[src/rtl/imm_gen_pipe_pkg.sv]
// Shared immediate-format encodings and widths for the immediate generator.
// The same immSrc encodings are driven by the control unit, so the datapath
// never compares against literal codes.
package imm_gen_pipe_pkg;

  localparam int unsigned INSTR_W = 32;
  localparam int unsigned SRC_W   = 3;

  // immSrc encodings; 3'b101..3'b111 are illegal.
  typedef enum logic [SRC_W-1:0] {
    IMM_I = 3'b000,
    IMM_S = 3'b001,
    IMM_B = 3'b010,
    IMM_J = 3'b011,
    IMM_U = 3'b100
  } imm_src_e;

  // Pipeline occupancy: output register only, or output register plus skid entry.
  typedef enum logic [1:0] {
    OCC_EMPTY = 2'b00,
    OCC_ONE   = 2'b01,
    OCC_TWO   = 2'b10
  } occ_state_e;

endpackage

[src/rtl/imm_gen_pipe_decode.sv]
// imm_decode: combinational instruction -> immediate decoder.
// Builds a 32-bit sign-extended immediate, then sign-extends it to XLEN.
// Optional feature macro: IMM_PC_ADJ_EN (subtract PC_ADJ from B/J results).
module imm_decode
  import imm_gen_pipe_pkg::*;
#(
  parameter int unsigned XLEN   = 32,
  parameter int unsigned PC_ADJ = 4
) (
  input  logic [INSTR_W-1:0] instr,
  input  logic [SRC_W-1:0]   immSrc,
  output logic [XLEN-1:0]    immExt,
  output logic               illegal
);

  logic [31:0]     w_imm32;
  logic            w_pc_rel;
  logic [XLEN-1:0] w_ext;
  logic            w_unused_opcode;

  // Opcode bits carry no immediate information.
  assign w_unused_opcode = ^instr[6:0];

  // Field extraction per format, sign bit instr[31] replicated to 32 bits.
  always_comb begin
    w_imm32  = '0;
    w_pc_rel = 1'b0;
    illegal  = 1'b0;
    case (immSrc)
      IMM_I: w_imm32 = {{20{instr[31]}}, instr[31:20]};
      IMM_S: w_imm32 = {{20{instr[31]}}, instr[31:25], instr[11:7]};
      IMM_B: begin
        w_imm32  = {{19{instr[31]}}, instr[31], instr[7], instr[30:25], instr[11:8], 1'b0};
        w_pc_rel = 1'b1;
      end
      IMM_J: begin
        w_imm32  = {{11{instr[31]}}, instr[31], instr[19:12], instr[20], instr[30:21], 1'b0};
        w_pc_rel = 1'b1;
      end
      IMM_U: w_imm32 = {instr[31:12], 12'b0};
      default: illegal = 1'b1;
    endcase
  end

  assign w_ext = XLEN'(signed'(w_imm32));

`ifdef IMM_PC_ADJ_EN
  // Branch/jump offsets are relative to a PC that has already advanced.
  assign immExt = w_pc_rel ? (w_ext - XLEN'(PC_ADJ)) : w_ext;
`else
  logic w_unused_pc_rel;
  assign w_unused_pc_rel = w_pc_rel;
  assign immExt          = w_ext;
`endif

endmodule

[src/rtl/imm_gen_pipe.sv]
// imm_gen_pipe: pipelined immediate generator with valid/ready handshake.
// Output register plus one skid entry; in_ready is a flop output.
// Counts accepted illegal immSrc encodings with a saturating counter.
// Optional feature macro: IMM_PC_ADJ_EN (handled inside imm_decode).
module imm_gen_pipe
  import imm_gen_pipe_pkg::*;
#(
  parameter int unsigned XLEN   = 32,
  parameter int unsigned TAG_W  = 4,
  parameter int unsigned CNT_W  = 8,
  parameter int unsigned PC_ADJ = 4
) (
  input  logic               clk,
  input  logic               rst,
  input  logic               in_valid,
  output logic               in_ready,
  input  logic [INSTR_W-1:0] instr,
  input  logic [SRC_W-1:0]   immSrc,
  input  logic [TAG_W-1:0]   in_tag,
  output logic               out_valid,
  input  logic               out_ready,
  output logic [XLEN-1:0]    immExt,
  output logic [TAG_W-1:0]   out_tag,
  output logic               out_illegal,
  output logic [CNT_W-1:0]   illegal_cnt
);

  occ_state_e r_state, w_state_nxt;

  logic [XLEN-1:0]  w_dec_imm;
  logic             w_dec_ill;
  logic             w_in_fire;
  logic             w_load_out;
  logic             w_out_from_skid;
  logic             w_load_skid;

  logic             r_in_ready;
  logic [XLEN-1:0]  r_out_imm;
  logic [TAG_W-1:0] r_out_tag;
  logic             r_out_ill;
  logic [XLEN-1:0]  r_skid_imm;
  logic [TAG_W-1:0] r_skid_tag;
  logic             r_skid_ill;
  logic [CNT_W-1:0] r_cnt;

  imm_decode #(
    .XLEN   (XLEN),
    .PC_ADJ (PC_ADJ)
  ) u_decode (
    .instr   (instr),
    .immSrc  (immSrc),
    .immExt  (w_dec_imm),
    .illegal (w_dec_ill)
  );

  assign w_in_fire   = in_valid && r_in_ready;
  assign in_ready    = r_in_ready;
  assign out_valid   = (r_state != OCC_EMPTY);
  assign immExt      = r_out_imm;
  assign out_tag     = r_out_tag;
  assign out_illegal = r_out_ill;
  assign illegal_cnt = r_cnt;

  // Occupancy state register; in_ready is registered from the next occupancy.
  always_ff @(posedge clk) begin
    if (rst) begin
      r_state    <= OCC_EMPTY;
      r_in_ready <= 1'b0;
    end else begin
      r_state    <= w_state_nxt;
      r_in_ready <= (w_state_nxt != OCC_TWO);
    end
  end

  // Next occupancy and data-movement strobes.
  // In OCC_TWO in_ready is low, so a drain only promotes the skid entry.
  always_comb begin
    w_state_nxt     = r_state;
    w_load_out      = 1'b0;
    w_out_from_skid = 1'b0;
    w_load_skid     = 1'b0;
    case (r_state)
      OCC_EMPTY: begin
        if (w_in_fire) begin
          w_load_out  = 1'b1;
          w_state_nxt = OCC_ONE;
        end
      end
      OCC_ONE: begin
        if (out_ready) begin
          if (w_in_fire) w_load_out  = 1'b1;
          else           w_state_nxt = OCC_EMPTY;
        end else if (w_in_fire) begin
          w_load_skid = 1'b1;
          w_state_nxt = OCC_TWO;
        end
      end
      OCC_TWO: begin
        if (out_ready) begin
          w_load_out      = 1'b1;
          w_out_from_skid = 1'b1;
          w_state_nxt     = OCC_ONE;
        end
      end
      default: w_state_nxt = OCC_EMPTY;
    endcase
  end

  // Output register and skid entry payloads.
  always_ff @(posedge clk) begin
    if (rst) begin
      r_out_imm  <= '0;
      r_out_tag  <= '0;
      r_out_ill  <= 1'b0;
      r_skid_imm <= '0;
      r_skid_tag <= '0;
      r_skid_ill <= 1'b0;
    end else begin
      if (w_load_out) begin
        if (w_out_from_skid) begin
          r_out_imm <= r_skid_imm;
          r_out_tag <= r_skid_tag;
          r_out_ill <= r_skid_ill;
        end else begin
          r_out_imm <= w_dec_imm;
          r_out_tag <= in_tag;
          r_out_ill <= w_dec_ill;
        end
      end
      if (w_load_skid) begin
        r_skid_imm <= w_dec_imm;
        r_skid_tag <= in_tag;
        r_skid_ill <= w_dec_ill;
      end
    end
  end

  // Saturating count of accepted illegal items.
  always_ff @(posedge clk) begin
    if (rst) begin
      r_cnt <= '0;
    end else if (w_in_fire && w_dec_ill && (r_cnt != '1)) begin
      r_cnt <= r_cnt + CNT_W'(1);
    end
  end

endmodule

[config.mk]
export PLATFORM = sky130hd
export DESIGN_NAME = imm_gen_pipe
export DESIGN_NICKNAME = d
export VERILOG_FILES = /design/src/rtl/imm_gen_pipe_pkg.sv /design/src/rtl/imm_gen_pipe_decode.sv /design/src/rtl/imm_gen_pipe.sv
export SDC_FILE = /design/constraint.sdc
export NUM_CORES = 1
export LEC_CHECK = 0
export ABC_AREA = 0
export BUFFER_PORTS_ARGS = -buffer_cell sky130_fd_sc_hd__buf_2
export CAP_MARGIN = 20
export CORE_ASPECT_RATIO = 1.2
export CORE_MARGIN = 2
export CORE_UTILIZATION = 48
export DETAILED_ROUTE_END_ITERATION = 7
export GPL_TIMING_DRIVEN = 0
export PLACE_DENSITY = 0.75
export RECOVER_POWER = 100
export SYNTH_ARGS = -nofsm -noshare
export SYNTH_HDL_FRONTEND = slang
export SYNTH_SLANG_ARGS = --single-unit
[constraint.sdc]
create_clock -name clk -period 1.45 [get_ports clk]
set_clock_uncertainty 0.05 [all_clocks]
set_input_delay 0.29 -clock clk [delete_from_list [all_inputs] [get_ports clk]]
set_output_delay 0.29 -clock clk [all_outputs]
set_load 0.05 [all_outputs]
* Word level (Yosys, flattened, before mapping)
Index checks and enable logic that the tools add are counted.
Operators by class: equality and inequality tests 8, reduce and logical (&&, ||, !) cells 7, muxes and demuxes 18, add/subtract/negate cells 1
Operator list (number):
- $pmux W32 S5 | 1
- $mux W32 | 1
- $mux W2 | 5
- $add A8 B1 Y8 const B | 1
- $mux W1 | 8
- $ne A8 B8 Y1 const B | 1
- $eq A3 B2 Y1 const B | 2
- $pmux W2 S3 | 1
- $reduce_or A5 Y1 | 1
- $mux W4 | 1
- $eq A3 B1 Y1 const B | 1
- $eq A3 B3 Y1 const B | 1
- $logic_and A1 B1 Y1 | 3
- $logic_not A3 Y1 | 1
- $pmux W1 S3 | 1
- $eq A2 B1 Y1 const B | 1
- $eq A2 B2 Y1 const B | 1
- $logic_not A2 Y1 | 1
- $ne A2 B2 Y1 const B | 1
- $reduce_bool A2 Y1 | 1
Word-level totals: input bits 43, output and inout port bits 47, flip-flop bits (word level) 85

* Logic depth before layout (Yosys ltp)
depth after elaboration 5, mapped depth 6, mapped depth without buffers 5

* Modules after synthesis
A second synthesis with hierarchy kept.
Second synthesis, totals: cells, all modules 459, area total of the unflattened synthesis 4103.9 um^2
By module, submodules not included:
- imm_gen_pipe | instances 1, cells each 387, area each 3657.3 um^2, seq. area each 1701.6 um^2
- imm_decode | instances 1, cells each 72, area each 446.7 um^2, seq. area each 0.0 um^2

* Least setup slack after synthesis
No wires, ideal clock.
path type reg2reg, start reg r_cnt[0] (netlist: illegal_cnt[0]), end reg r_cnt[5] (netlist: illegal_cnt[5]), cell stages (with the launch flop) 6, setup time 0.070 ns, path buffers 0, slack -0.384 ns, clock period less this slack 1.834 ns, data arrival time 1.714 ns, cell sequence dfxtp_1 > ha_1 > nand3_1 > o21bai_1 > or4_1 > a21oi_1
On the way: word-level cells in the longest chain between the ends 2, elaborated cells on any way between the ends 3, classes of those cells 1 x add/sub; 1 x eq/ne; 1 x reduce/logical
RTL lines:
- start: declaration | RTL line imm_gen_pipe.sv:44 | logic [CNT_W-1:0] r_cnt;
- start signal: assignment | RTL line imm_gen_pipe.sv:143 | r_cnt <= r_cnt + CNT_W'(1);
- parallel branches: the longest is 2 deep, another holds $add A8 B1 Y8
Parallel ways; which one is timed is not known. A chain may end at the register's enable or synchronous reset.

* Final worst setup path
start reg r_state[1], end reg r_out_imm[10] (netlist: immExt[10])
On the way: word-level cells in the longest chain between the ends 3, elaborated cells on any way between the ends 6, classes of those cells 2 x eq/ne; 3 x mux; 1 x reduce/logical
RTL lines:
- start: declaration | RTL line imm_gen_pipe.sv:28 | occ_state_e r_state, w_state_nxt;
- start signal: assignment | RTL line imm_gen_pipe.sv:70 | r_state <= w_state_nxt;
- $eq A2 B2 Y1 | RTL line imm_gen_pipe.sv:82 | case (r_state)
- $mux W1 | RTL line imm_gen_pipe.sv:82
- $mux W32 | RTL line imm_gen_pipe.sv:120 | if (w_out_from_skid) begin
- end signal: assignment | RTL line imm_gen_pipe.sv:121 | r_out_imm <= r_skid_imm;
- end signal: assignment | RTL line imm_gen_pipe.sv:125 | r_out_imm <= w_dec_imm;
- end: declaration | RTL line imm_gen_pipe.sv:38 | logic [XLEN-1:0] r_out_imm;
Several ways; a longest one is shown, not always the timed one.

==> reports/results.txt <==
vias in the first global route = 3702
post-synthesis register bit count = 85
RSZ-0062 raised after global routing = true
Skew-Pair Late Insertion Delay = 0.36 ns
total grt overflow = 0
WP data required = 1.67 ns
drt initial violations = 351
initial core utilization = 49.7%
clock sink count = 85
violated checks = DRC, setup timing
Synth area leader = dfxtp_1
f_max = 0.658 GHz
post-route cell area = 5130 sq um
initial antenna violation count = 0
static leakage = 1.96 nW
Cells after Synth = 467
share of layout cells above drive strength 1 = 36.9%
CTS Root Cell = clkbuf_8
DRC = 3
post-layout net count = 624
CTS tree = built
via density per instance = 5.93
First-pass DRT Iterations = 8
element type at the critical path start = flip-flop
PortBufs = 80
Ports = 90
critical path class = flip-flop to flip-flop
Mapped Area = 3860 sq um
dominant cells by area after synthesis = dfxtp_1, nand2_1, a21oi_1
pwr dens = 949 nW/um^2
core area = 7750 sq um
Primary FF master, synth = dfxtp_1
most frequent cell after synthesis = nand2_1
Worst-path clk slew = 0.09 ns
largest net degree at the start of global routing = 17
hold_buf cts = 0
Post-Place Cell Area = 4440 sq um
H-tree depth reported by CTS = 3
Max-slew headroom = 56.2%
Avg Cell Area, Syn = 8.26 sq um
maximum vdd drop = 0.599 mV
fin crit period = 1.52 ns
crit end category = flip-flop
Post-DP HPWL = 7850 um
Placement Setup Slack = -0.385 ns
class of the worst hold path = input port to flip-flop
P&R area growth vs syn = 33.0%
Ys Warns = 0
first-pass GRT wire length = 18000 um
Slew Viols, Final = 0
post-route ant nets = 0
DIE HEIGHT = 102 um
WL/cell = 17.5 um
final WL = 11800 um
Post-synth EDFFs = 0
crit-path max FO = 6
number of CTS-inserted buffers = 9
GP Congestion = 0.870
Post-synth top cells = nand2_1, dfxtp_1, a21oi_1
Net Count, Synth = 511
Synth async-reset ratio = 0%
maxcap violations = 0
Max clock buf depth = 2
Worst Slack Setup Final = -0.0702 ns
Final Hold Vio Count = 0
Chip Width = 85.8 um
Inserted Diodes = 0
top-area cell type share of the netlist area = 44.1%
Fill cells = 623
Distinct cells, synth = 48
fin crit share = 105%
Seq/Total Area, Yosys = 44.1%
Row Count = 35
Worst Path Arrival = 1.74 ns
final setup fails = 30
status = finished with violations
die area = 8770 sq um
worst-margin pin slew = 0.656 ns
total track usage = 26.3%
DR vias = 4012
power by group:
group / switching, mW / leakage, nW / total [mW] / internal (mW)
logic: 0.526 / 1.17 / 0.816 / 0.290
clock network: 0.939 / 0.0957 / 1.64 / 0.698
registers: 0.0389 / 0.696 / 2.42 / 2.38
cell type report:
type / instances / area, sq um / area share [%]
clock buffer: 10 / 138 / 2.68
sequential: 85 / 1740 / 33.9
tap: 92 / 115 / 2.24
multi-input combinational: 346 / 2220 / 43.3
inverter: 1 / 3.75 / 0.0732
timing repair buffer: 103 / 636 / 12.4
clock inverter: 6 / 51.3 / 1.00
buffer: 34 / 226 / 4.42
worst max-delay path, stage by stage, from the launching register on:
cell      delay [ns]
dfxtp_4         0.36
nand3b_1        0.23
buf_6           0.17
nor2_4          0.10
buf_6           0.11
nand3b_1        0.12
a311oi_2        0.29
path summary, 6_finish.rpt:
| path | start | endpoint | slack, ns | cells past startpoint |
|---|---|---|---|---|
| setup / recovery | r_state[1] | immExt[10] | -0.07 | 6 |
| setup reg to reg | r_state[1] | immExt[10] | -0.07 | 6 |
| hold reg to reg | immExt[8] | immExt[8] | 0.40 | 2 |
| hold / removal | in_tag[0] | r_skid_tag[0] | 0.11 | 3 |
state kept, by name, indices dropped and copies added, names as in the netlist:
name and count:
illegal_cnt 8, out_tag 4, r_skid_ill 1, out_illegal 1, immExt 32, r_skid_imm 32, r_skid_tag 4, r_state 2
in_ready 1
through the flow:
step,hold WS (ns),util [%],std cells,TNS [ns],power [mW]
3_5_place_dp,0.390,57.3,639,-16.66,3.15
5_1_grt,0.126,66.2,677,-2.94,5.01
6_report,0.113,66.2,677,-0.695,4.87
3_3_place_gp,0.387,57.3,639,-13.76,3.14
2_1_floorplan,0.319,-,467,-0.0446,2.94
4_1_cts,0.113,62.9,670,-0.0117,4.81
cell families (layout without fill, tap and decap cells):
family / count (synthesis) / after routing / synth area share, %
simple gates: 182 / 182 / 23.7
compound gates: 154 / 154 / 24.6
flops: 85 / 85 / 44.1
buf+inv: 36 / 154 / 4.51
mux: 7 / 7 / 1.82
xor+xnor: 2 / 2 / 0.941
fa+ha+maj: 1 / 1 / 0.324
repair_timing:
| action | CTS | global route |
|---|---|---|
| setup buffers | 14 | 8 |
| endpoints found under the setup margin | 80 | 71 |
| gates cloned | 1 | 1 |
| resized for setup | 43 | 52 |
| pin swaps | 13 | 37 |
layout by cell type (no fill, tap or decap), types with 9 or more instances in the layout:
cell type,n
buf_6,16
a22oi_2,9
a211oi_1,9
clkbuf_1,11
nand2b_1,21
buf_2,80
clkbuf_8,11
buf_4,19
dfxtp_1,74
nand3_1,11
a21oi_1,50
nor2_1,19
dfxtp_4,9
nand2_1,73
nand2_2,9
o21ai_0,28
a21oi_2,12
a31oi_1,17
routing by layer:
layer	vias to the layer above	track usage [%]	wire [um]
li1	1887	-	-
met5	-	0	0
met3	19	5.65	933
met4	0	11.1	235
met1	1910	33.8	4920
met2	196	43.1	5740
(Power assumes the default switching activity.)
